File: config.mk
export PLATFORM = sky130hd
export DESIGN_NAME = ram_seq_ctrl
export DESIGN_NICKNAME = d
export VERILOG_FILES = /design/src/rtl/ram_seq_ctrl.sv
export SDC_FILE = /design/constraint.sdc
export NUM_CORES = 1
export LEC_CHECK = 0
export CORE_UTILIZATION = 32
export CTS_CLUSTER_DIAMETER = 120
export DETAILED_ROUTE_END_ITERATION = 8
export PLACE_DENSITY_LB_ADDON = 0.05
export SLEW_MARGIN = 0
export SYNTH_ARGS = -nofsm -noshare
export SYNTH_HDL_FRONTEND = slang
export SYNTH_SLANG_ARGS = --single-unit
File: constraint.sdc
create_clock -name clk -period 1.5 [get_ports clk]
set_input_delay 0.225 -clock clk [delete_from_list [all_inputs] [get_ports clk]]
set_output_delay 0.225 -clock clk [all_outputs]
set_load 0.005 [all_outputs]
File: src/rtl/ram_seq_ctrl.sv
// ram_seq_ctrl: sequences a 16 x 8 synchronous RAM. It does block fills of
// addresses 0..15 from a valid/ready input stream, and block read-outs of
// addresses 0..15 onto a valid/ready output stream.
//
// Ports:
//   clk, rst          clock; synchronous active-high reset
//   fill_start        start a fill (wins over dump_start if both are high)
//   in_data/valid/rdy fill input stream
//   dump_start        start a read-out
//   out_data/valid/rdy read-out stream (out_data registered)
//   ram_din/addr/wr_en/ram_out  RAM port (ram_out is valid one clk after addr)
//   busy              high whenever not idle
//   done              one-cycle pulse after the final fill/dump handshake
//   chk_err           read-out checksum mismatch
//
// Build option: define RAM_SEQ_CHECKSUM_EN to compare the XOR of the words
// handed out by each dump against the XOR of the last completed fill.
// Without it, chk_err is tied low.
module ram_seq_ctrl (
  input  logic       clk,
  input  logic       rst,
  input  logic       fill_start,
  input  logic [7:0] in_data,
  input  logic       in_valid,
  output logic       in_ready,
  input  logic       dump_start,
  output logic [7:0] out_data,
  output logic       out_valid,
  input  logic       out_ready,
  output logic [7:0] ram_din,
  output logic [3:0] ram_addr,
  output logic       ram_wr_en,
  input  logic [7:0] ram_out,
  output logic       busy,
  output logic       done,
  output logic       chk_err
);

  typedef enum logic [2:0] {
    StIdle   = 3'd0,
    StFill   = 3'd1,
    StRdAddr = 3'd2,
    StRdCap  = 3'd3,
    StRdOut  = 3'd4
  } state_e;

  state_e     state_q;
  logic [3:0] ptr_q;
  logic [7:0] out_data_q;
  logic       done_q;

  logic fill_hs;
  logic dump_hs;
  logic last_word;
  logic fill_go;
  logic dump_go;

  always_comb begin
    fill_hs   = (state_q == StFill) && in_valid;
    dump_hs   = (state_q == StRdOut) && out_ready;
    last_word = (ptr_q == 4'hF);
    fill_go   = (state_q == StIdle) && fill_start;
    dump_go   = (state_q == StIdle) && dump_start && !fill_start;
  end

  // Status outputs decode straight from the state register.
  assign in_ready  = (state_q == StFill);
  assign out_valid = (state_q == StRdOut);
  assign busy      = (state_q != StIdle);
  assign done      = done_q;
  assign out_data  = out_data_q;

  // ptr_q is 0 in idle, so the address needs no separate idle term.
  assign ram_addr  = ptr_q;
  assign ram_din   = in_data;
  assign ram_wr_en = fill_hs;

  always_ff @(posedge clk) begin
    if (rst) begin
      state_q    <= StIdle;
      ptr_q      <= 4'd0;
      out_data_q <= 8'd0;
      done_q     <= 1'b0;
    end else begin
      done_q <= 1'b0;
      case (state_q)
        StIdle: begin
          ptr_q <= 4'd0;
          if (fill_go) begin
            state_q <= StFill;
          end else if (dump_go) begin
            state_q <= StRdAddr;
          end
        end
        StFill: begin
          if (fill_hs) begin
            ptr_q <= ptr_q + 4'd1;  // wraps to 0 after the last word
            if (last_word) begin
              state_q <= StIdle;
              done_q  <= 1'b1;
            end
          end
        end
        StRdAddr: state_q <= StRdCap;
        StRdCap: begin
          out_data_q <= ram_out;
          state_q    <= StRdOut;
        end
        StRdOut: begin
          if (dump_hs) begin
            ptr_q <= ptr_q + 4'd1;
            if (last_word) begin
              state_q <= StIdle;
              done_q  <= 1'b1;
            end else begin
              state_q <= StRdAddr;
            end
          end
        end
        default: begin
          state_q <= StIdle;
          ptr_q   <= 4'd0;
        end
      endcase
    end
  end

`ifdef RAM_SEQ_CHECKSUM_EN
  // A single accumulator serves both fill and dump, since they never overlap.
  logic [7:0] acc_q;
  logic [7:0] store_q;
  logic       chk_err_q;

  always_ff @(posedge clk) begin
    if (rst) begin
      acc_q     <= 8'd0;
      store_q   <= 8'd0;
      chk_err_q <= 1'b0;
    end else begin
      if (fill_go) begin
        acc_q <= 8'd0;
      end else if (dump_go) begin
        acc_q     <= 8'd0;
        chk_err_q <= 1'b0;
      end
      if (fill_hs) begin
        acc_q <= acc_q ^ in_data;
        if (last_word) begin
          store_q <= acc_q ^ in_data;
        end
      end
      if (dump_hs) begin
        acc_q <= acc_q ^ out_data_q;
        if (last_word) begin
          chk_err_q <= ((acc_q ^ out_data_q) != store_q);
        end
      end
    end
  end

  assign chk_err = chk_err_q;
`else
  assign chk_err = 1'b0;
`endif

endmodule

==> flow_summary_export.csv, run 1 <==
group,metric,value,unit
worst_setup_path,endpoint_kind,"flop",
route,final_antenna_net_count,0,
yosys,synth-xor-area-share,2.05,%
route,wire_per_inst,12.7,um
place,dpl.hpwl,1330,um
worst_setup_path,arrival,1.70,ns
worst_setup_path,crit_chain,"buf_6, or2b_1, a21oi_2, buf_4, or3_4, a21oi_2",
global_routing,grt_pass1_vias,734,
yosys,synthAdderAreaFrac,1.58,%
yosys,yosysSeqAreaShare,40.4,%
floorplanning,die_w,51.8,um
route,vias,727,
route,drt-pass1-iter-count,3,
timing,drv_slew,0,
yosys,synth_nets,110,
layout,area_growth,61.8,%
route,remaining_drc_errors,0,
clocking,holdBufCountCts,0,
yosys,synth_top_family_by_area,"simple AND/OR/NAND/NOR gates",
layout,finalNetCount,147,
global_routing,grtUsageTotal,17.4,%
yosys,synthesis.area,792,sq um
clocking,cts.sinks,16,
place,io_buffer_count,30,
layout,fillers,192,
yosys,yosys.area_share.simple,20.4,%
clocking,clkLatencyLatePin,0.28,ns
worst_setup_path,cp-start-kind,"flop",
power_and_ir_drop,powerDensity,810,nW/um^2
clocking,cts_tree,"built",
timing,finalSetupTns,0,ns
floorplanning,rows,17,
floorplanning,num_io_pins,48,
layout,layout_common_cells,"clkdlybuf4s50_1, dfxtp_1, nor2_1",
outcome,status,"complete, no violations",
run,cap_violations,0,
clocking,cts_buffers,3,
yosys,syn_inst,87,
place,gp_congestion,0.743,
hold_path,min_path_type,"input pin to output port",
layout,diodes,0,
clocking,ctsLongestPathBuffers,2,
yosys,ys_seq_elements,16,
timing,period_share,99.2,%
timing,setup_violations,0,
worst_setup_path,slowest_delay,0.38,ns
worst_setup_path,required,1.72,ns
floorplanning,start_util,34.8,%
power_and_ir_drop,p_total,1.04,mW
global_routing,antenna_found_initial,0,
power_and_ir_drop,ir_worst_vdd,0.000588,V
yosys,ys_warn_count,0,
floorplanning,chipHeight,51.8,um
global_routing,grt_overflow,0,
yosys,synthDistinctLibCells,31,
clocking,root_buffer,"clkbuf_4",
timing,fin_skew,0.00811,ns
timing,hold_violations,0,
yosys,synth.avg_cell_area,9.10,sq um
floorplanning,die-area,2680,sq um
global_routing,grt_max_degree,14,
worst_setup_path,worst_path_max_delay_cell,"dfxtp_4",
timing,clock.fmax,0.672,GHz
yosys,muxShareOfSynthArea,10.1,%
worst_setup_path,crit_type,"flop to flop",
clocking,clk_pin_slew,0.09,ns
timing,rsz0062_at_grt,"true",
layout,seq_area,333,sq um
worst_setup_path,worst-path-max-fanout,5,
layout,layout_commonest_cell,"clkdlybuf4s50_1",
clocking,cts_htree_levels,1,
yosys,synth_compound_area_share,13.3,%
power_and_ir_drop,total_leakage_power,0.542,nW
timing,fin_crit,1.49,ns
route,routed_via_density,4.81,
route,drtIter0Drc,5,
global_routing,grt_pass1_wl,3350,um
route,routed_wl,1920,um
floorplanning,fp.coreArea,2280,sq um
layout,drive_above_1_share,29.3,%
worst_setup_path,cp_common_cell,"a21oi_2",
layout,multi_input_area,448,sq um
[final cells by class]
class	count	area share, %
clock buffers	4	2.83
multi-input cells	56	35.0
inverters	3	1.07
flip-flops and latches	16	26.0
repair buffers	44	32.4
well taps	28	2.73
[what timing repair did]
item                                    in CTS  in global routing
resized for setup                           28                  9
endpoints found under the hold margin        0                  0
pin swaps                                    4                  7
setup buffers                                4                  0
endpoints found under the setup margin       8                  7
[state kept, by name, summed over array words and instances, names as in the netlist]
name      flops
out_data      8
ram_addr      4
state_q       3
done          1
[power by group]
group / switching, mW / leakage (nW) / total, mW / internal, mW
Combinational: 0.113 / 0.389 / 0.292 / 0.179
Clock: 0.128 / 0.0210 / 0.276 / 0.148
Sequential: 0.0249 / 0.132 / 0.469 / 0.444
Total: 0.267 / 0.542 / 1.04 / 0.771
[through the flow]
stage	cells	setup WS [ns]	util, %	hold WS [ns]	cell area (sq um)
floorplan	87	0.0290	-	0.294	795
global placement	143	-0.247	49.3	0.450	1120
detailed placement	143	-0.283	49.3	0.450	1120
CTS	151	0.000511	55.4	0.450	1260
global route	151	-0.0431	56.3	0.450	1280
finish	151	0.0120	56.3	0.450	1280
[worst paths after layout]
check | endpoint | slack [ns] | startpoint | cells after the start
max | ram_addr[1] | 0.01 | state_q[0] | 6
min | ram_din[2] | 0.45 | in_data[2] | 0
max reg2reg | ram_addr[1] | 0.01 | state_q[0] | 6
min reg2reg | out_data[7] | 0.50 | out_data[7] | 2
[synthesized netlist by cell type]
library cell / count / share of area [%]
a211oi_1: 1 / 0.95
dfxtp_1: 16 / 40
buf_4: 9 / 8.5
o31ai_1: 2 / 1.9
or4b_2: 1 / 1.3
or3_1: 1 / 0.79
and2_1: 1 / 0.79
or4_1: 1 / 0.95
ha_1: 1 / 1.6
or3b_1: 1 / 1.1
or3_2: 1 / 0.95
xor2_2: 1 / 2.1
nor2b_1: 1 / 0.79
a311oi_1: 1 / 1.1
buf_2: 2 / 1.3
conb_1: 1 / 0.47
a21oi_1: 5 / 3.2
nand3b_1: 1 / 0.95
clkbuf_1: 1 / 0.47
a32oi_1: 1 / 1.1
mux2i_1: 8 / 10
or2b_1: 1 / 0.95
o21ai_0: 5 / 3.2
or2_2: 1 / 0.79
nand2_1: 2 / 0.95
nand3_1: 3 / 1.9
nor2_1: 10 / 4.7
inv_1: 3 / 1.4
nor3b_1: 3 / 2.8
o2111ai_2: 1 / 1.9
nor3_1: 1 / 0.63
[worst max-delay path, delay by kind of cell, from the launching register on]
family	cells	cell delay (ns)
flops	1	0.38
compound gates	2	0.19
simple gates	2	0.58
buf+inv	2	0.26
[per-layer routing]
| layer | share of wire, % | GRT usage [%] |
|---|---|---|
| met1 | 42 | 20.0 |
| met2 | 51 | 30.1 |
| met3 | 5.4 | 6.43 |
| met4 | 1.3 | 4.50 |
| met5 | 0 | 0 |
[cells by family (layout without fill, tap and decap cells)]
group	after synthesis	after routing
AOI/OAI and AO/OA	16	16
xor gates and xnor gates	1	1
adders and majority gates	1	1
buffers and inverters	15	51
DFF	16	16
muxes	8	8
other	1	1
and+or+nand+nor	29	29
Power figures use the tool's default switching activity.
==> run 2: changes to the inputs <==
- GPL_TIMING_DRIVEN: default -> 0
==> run 2 against run 1 <==
Against the previous run: global-route usage shrank 1.6 points; design area grew 0.29%; first-iteration DRC count grew 80%; the flow now finishes with violations (setup timing); sequential share of layout area shrank 0.27 points; clock-buffer cell count is the same; worst setup slack lost 0.044 ns; fmax shrank 2.8%; critical path depth shrank 3; register-to-register slack is essentially flat; utilization grew 0.16 points; combinational power shrank 15%.
==> flow_summary_export.csv, run 2 (synthesis results as in run 1) <==
group,metric,value,unit
outcome,violations,"setup timing",
worst_setup_path,r2r-end,"ram_addr[2]",
clocking,ctsLongestPathBuffers,2,
run,cap_violations,0,
clocking,cts_tree,"built",
place,dpl.hpwl,1390,um
route,drt-pass1-iter-count,4,
worst_setup_path,rrSetupSlack,0,ns
power_and_ir_drop,ir_worst_vdd,0.000750,V
timing,rsz0062_at_grt,"true",
clocking,root_buffer,"clkbuf_4",
clocking,clkLatencyLatePin,0.28,ns
route,routed_via_density,4.80,
worst_setup_path,crit_chain,"buf_6, or3_2, buf_2",
layout,layout_commonest_cell,"clkdlybuf4s50_1",
worst_setup_path,endpoint_kind,"output port",
floorplanning,num_io_pins,48,
layout,largest_register_ffs,8,
outcome,status,"finished with violations",
route,drtIter0Drc,9,
floorplanning,die_w,51.8,um
layout,drive_above_1_share,23.1,%
timing,fin_skew,0.00175,ns
timing,hold_violations,0,
global_routing,grt_max_degree,11,
timing,fin_crit,1.53,ns
route,routed_wl,1850,um
worst_setup_path,worst_path_max_delay_cell,"or3_2",
route,wire_per_inst,11.7,um
floorplanning,fp.coreArea,2280,sq um
clocking,clk_pin_slew,0.09,ns
timing,setup_violations,2,
worst_setup_path,worst-path-max-fanout,9,
power_and_ir_drop,total_leakage_power,0.548,nW
clocking,cts.sinks,16,
hold_path,holdPathStages,2,
global_routing,grtUsageTotal,15.8,%
clocking,cts_buffers,3,
worst_setup_path,arrival,1.31,ns
layout,area_growth,62.2,%
global_routing,grt_pass1_vias,774,
place,gp_congestion,0.766,
clocking,holdBufCountCts,0,
worst_setup_path,rr_worst_depth,5,
layout,layout_common_cells,"clkdlybuf4s50_1, dfxtp_1, nor2_1, buf_4, mux2i_1",
hold_path,min_path_type,"flop to flop",
layout,finalNetCount,154,
worst_setup_path,reg2reg_from,"state_q[2]",
power_and_ir_drop,powerDensity,779,nW/um^2
floorplanning,chipHeight,51.8,um
global_routing,grt_pass1_wl,3150,um
route,vias,758,
floorplanning,start_util,34.8,%
global_routing,antenna_found_initial,0,
timing,fin_ws,-0.0316,ns
layout,utilization,56.5,%
hold_path,holdPathEnd,"ram_addr[2]",
route,final_antenna_net_count,0,
worst_setup_path,crit_type,"flop to output port",
worst_setup_path,cp-start-kind,"flop",
route,remaining_drc_errors,0,
layout,diodes,0,
layout,fillers,225,
timing,period_share,102,%
timing,hold_ws,0.502,ns
place,io_buffer_count,38,
timing,drv_slew,0,
global_routing,grt_overflow,0,
floorplanning,rows,17,
clocking,cts_htree_levels,1,
timing,clock.fmax,0.653,GHz
place,place_ws,-0.351,ns
worst_setup_path,slowest_delay,0.42,ns
worst_setup_path,crit_path_start,"state_q[2]",
worst_setup_path,required,1.27,ns
hold_path,min_from,"ram_addr[2]",
floorplanning,die-area,2680,sq um
[run 2: changes by cell type in the layout (fill, tap and decap cells not counted), moves of 2 or more]
cell	before	now
or3_4	2	0
buf_2	1	3
a21oi_1	2	5
a21oi_2	3	0
buf_6	6	1
buf_4	8	10
clkdlybuf4s50_1	26	34
[run 2: critical path, delay by kind of cell (launching register included)]
family                 cells  cell delay (ns)
and+or+nand+nor            1             0.42
DFF                        1             0.33
buffers and inverters      2             0.27
[run 2: how the worst max path moves through the flow]
| stage | to | slack, ns | depth (start not counted) |
|---|---|---|---|
| global placement | ram_addr[2] | -0.32 | 5 |
| global route | ram_addr[2] | -0.08 | 5 |
| floorplan | ram_addr[2] | 0.03 | 5 |
| finish | busy | -0.03 | 3 |
| detailed placement | ram_addr[2] | -0.35 | 5 |
| CTS | ram_wr_en | -0.05 | 4 |
[run 2: per-layer routing]
| metal | track usage (%) | up-vias | share of wire [%] | routed length (um) |
|---|---|---|---|---|
| li1 | - | 381 | - | - |
| met1 | 17.1 | 340 | 42 | 779 |
| met2 | 29.2 | 35 | 50 | 925 |
| met3 | 6.14 | 2 | 7.2 | 132 |
| met4 | 2.70 | 0 | 0.43 | 8 |
| met5 | 0 | - | 0 | 0 |
[run 2: where the power goes]
part	total, mW	internal [mW]	switching (mW)	leakage (nW)
sequential	0.471	0.446	0.0253	0.132
clock	0.282	0.148	0.134	0.0210
combinational	0.248	0.153	0.0955	0.395
[run 2: final cells by class]
class / count / area, sq um / share of cell area (%)
buffer: 12 / 87.6 / 6.82
clock buffer: 4 / 36.3 / 2.82
inverter: 3 / 11.3 / 0.876
multi-input combinational: 56 / 408 / 31.7
sequential: 16 / 330 / 25.7
tap: 28 / 35.0 / 2.73
timing repair buffer: 39 / 377 / 29.3
[run 2: through the flow]
step	total power, mW	cell area, sq um	instances	setup TNS, ns
6_report	1.00	1280	158	-0.0321
3_5_place_dp	0.717	1210	153	-1.69
4_1_cts	1.01	1280	158	-0.0950
2_1_floorplan	0.593	795	87	0
3_3_place_gp	0.715	1210	153	-1.58
5_1_grt	1.06	1280	158	-0.227
[run 2: what timing repair did]
action,in CTS,in global routing
pin swaps,1,2
buffers inserted,1,0
gates resized for setup,21,3
endpoints found under the setup margin,8,7
==> run 3: changes to the inputs <==
- CORE_UTILIZATION: 32 -> 34
- clock period: 1.5 -> 1.55 ns (I/O delays scaled with it)
==> run 3 against run 2 <==
Against the previous run: the flow now finishes without violations; largest power group unchanged; clock skew hardly changed; sequential share of layout area is 2.0 points lower; worst hold slack worse by 0.010 ns; critical path type is now flop to flop; utilization is 6.7 points higher; cell count is 5.1% higher; first-iteration DRC count is 11% lower; worst setup slack better by 0.061 ns; critical path depth is 2 higher; combinational power is 23% higher; clock-buffer cell count stayed put; routed wire length is 10% higher; sequential power is 4.7% lower.
==> flow_summary_export.csv, run 3 (synthesis results as in run 1) <==
group,metric,value,unit
place,gp_congestion,0.869,
floorplanning,rows,17,
layout,layout_common_cells,"clkdlybuf4s50_1, buf_4, dfxtp_1",
clocking,ctsLongestPathBuffers,2,
route,remaining_drc_errors,0,
timing,rsz0062_at_grt,"true",
timing,drv_slew,0,
layout,drive_above_1_share,27.5,%
timing,fin_ws,0.0297,ns
route,vias,833,
timing,setup_violations,0,
layout,fillers,201,
clocking,clk_pin_slew,0.10,ns
layout,finalNetCount,162,
floorplanning,start_util,35.8,%
clocking,cts_htree_levels,1,
clocking,cts_tree,"built",
outcome,status,"complete, no violations",
layout,largest_register_ffs,8,
global_routing,grt_max_degree,11,
worst_setup_path,endpoint_kind,"flop",
worst_setup_path,worst-path-max-fanout,5,
floorplanning,die-area,2530,sq um
timing,period_share,98.1,%
floorplanning,fp.coreArea,2210,sq um
place,dpl.hpwl,1340,um
power_and_ir_drop,total_leakage_power,0.593,nW
route,routed_wl,2040,um
global_routing,grt_pass1_wl,3360,um
power_and_ir_drop,powerDensity,741,nW/um^2
power_and_ir_drop,p_total,1.04,mW
clocking,holdBufCountCts,0,
clocking,cts.sinks,16,
layout,layout_commonest_cell,"clkdlybuf4s50_1",
worst_setup_path,crit_type,"flop to flop",
global_routing,grt_pass1_vias,766,
floorplanning,num_io_pins,48,
route,drtIter0Drc,8,
timing,fin_crit,1.52,ns
route,routed_via_density,5.02,
power_and_ir_drop,ir_worst_vdd,0.000491,V
place,io_buffer_count,38,
worst_setup_path,arrival,1.69,ns
layout,fin_area,1400,sq um
clocking,cts_buffers,3,
route,wire_per_inst,12.3,um
run,cap_violations,0,
global_routing,antenna_found_initial,0,
floorplanning,chipHeight,50.3,um
layout,area_growth,76.5,%
hold_path,min_path_type,"flop to flop",
clocking,clkLatencyLatePin,0.29,ns
place,place_ws,-0.274,ns
timing,fin_skew,0.00142,ns
worst_setup_path,required,1.72,ns
timing,clock.fmax,0.658,GHz
worst_setup_path,cp-start-kind,"flop",
floorplanning,die_w,50.3,um
layout,diodes,0,
timing,hold_ws,0.492,ns
route,drt-pass1-iter-count,4,
route,final_antenna_net_count,0,
place,place_area,1210,sq um
global_routing,grtUsageTotal,18.1,%
clocking,root_buffer,"clkbuf_4",
global_routing,grt_overflow,0,
timing,hold_violations,0,
==> run 3: through the flow <==
step | utilization, % | setup TNS, ns | std cells
global placement | 54.6 | -1.12 | 153
detailed placement | 54.6 | -1.16 | 153
CTS | 62.2 | 0 | 164
finish | 63.2 | 0 | 166
floorplan | - | 0 | 87
global route | 63.2 | -0.0308 | 166
==> run 3: path summary, 6_finish.rpt <==
kind	start	slack, ns	to	cells after the start
worst max-delay path	state_q[0]	0.03	ram_addr[2]	5
worst min-delay path	ram_addr[3]	0.49	ram_addr[3]	2
worst max register to register	state_q[0]	0.03	ram_addr[2]	5
worst min register to register	ram_addr[3]	0.49	ram_addr[3]	2
==> run 3: cell type report <==
type                            count  area [sq um]  area share, %
Tap cell                           28          35.0           2.51
Clock buffer                        4          36.3           2.60
Timing Repair Buffer               48           469           33.6
Sequential cell                    16           332           23.7
Multi-Input combinational cell     56           438           31.3
Inverter                            3          11.3          0.806
Buffer                             11          76.3           5.46
==> run 3: critical path: stages, from the launching register on <==
cell and delay [ns]:
dfxtp_4 0.38, buf_4 0.14, or4b_4 0.54, o2111ai_4 0.14
or3b_1 0.15, a21oi_1 0.05
==> run 3: what timing repair did <==
item                                    in CTS  in global routing
endpoints found under the setup margin       8                  6
pin swaps                                    7                  4
gates resized for setup                     24                  6
buffers inserted                             8                  2
==> run 3: where the power goes <==
| group | total [mW] | internal, mW | switching (mW) |
|---|---|---|---|
| logic | 0.306 | 0.189 | 0.117 |
| clock network | 0.280 | 0.143 | 0.137 |
| registers | 0.449 | 0.430 | 0.0196 |
==> run 3: routing by layer <==
metal  vias to the layer above  GRT usage [%]  share of wire (%)
li1                        397              -                  -
met2                        40           31.3                 52
met3                         7           4.85                7.2
met4                         0           11.9                2.9
met5                         -              0                  0
met1                       389           18.9                 38
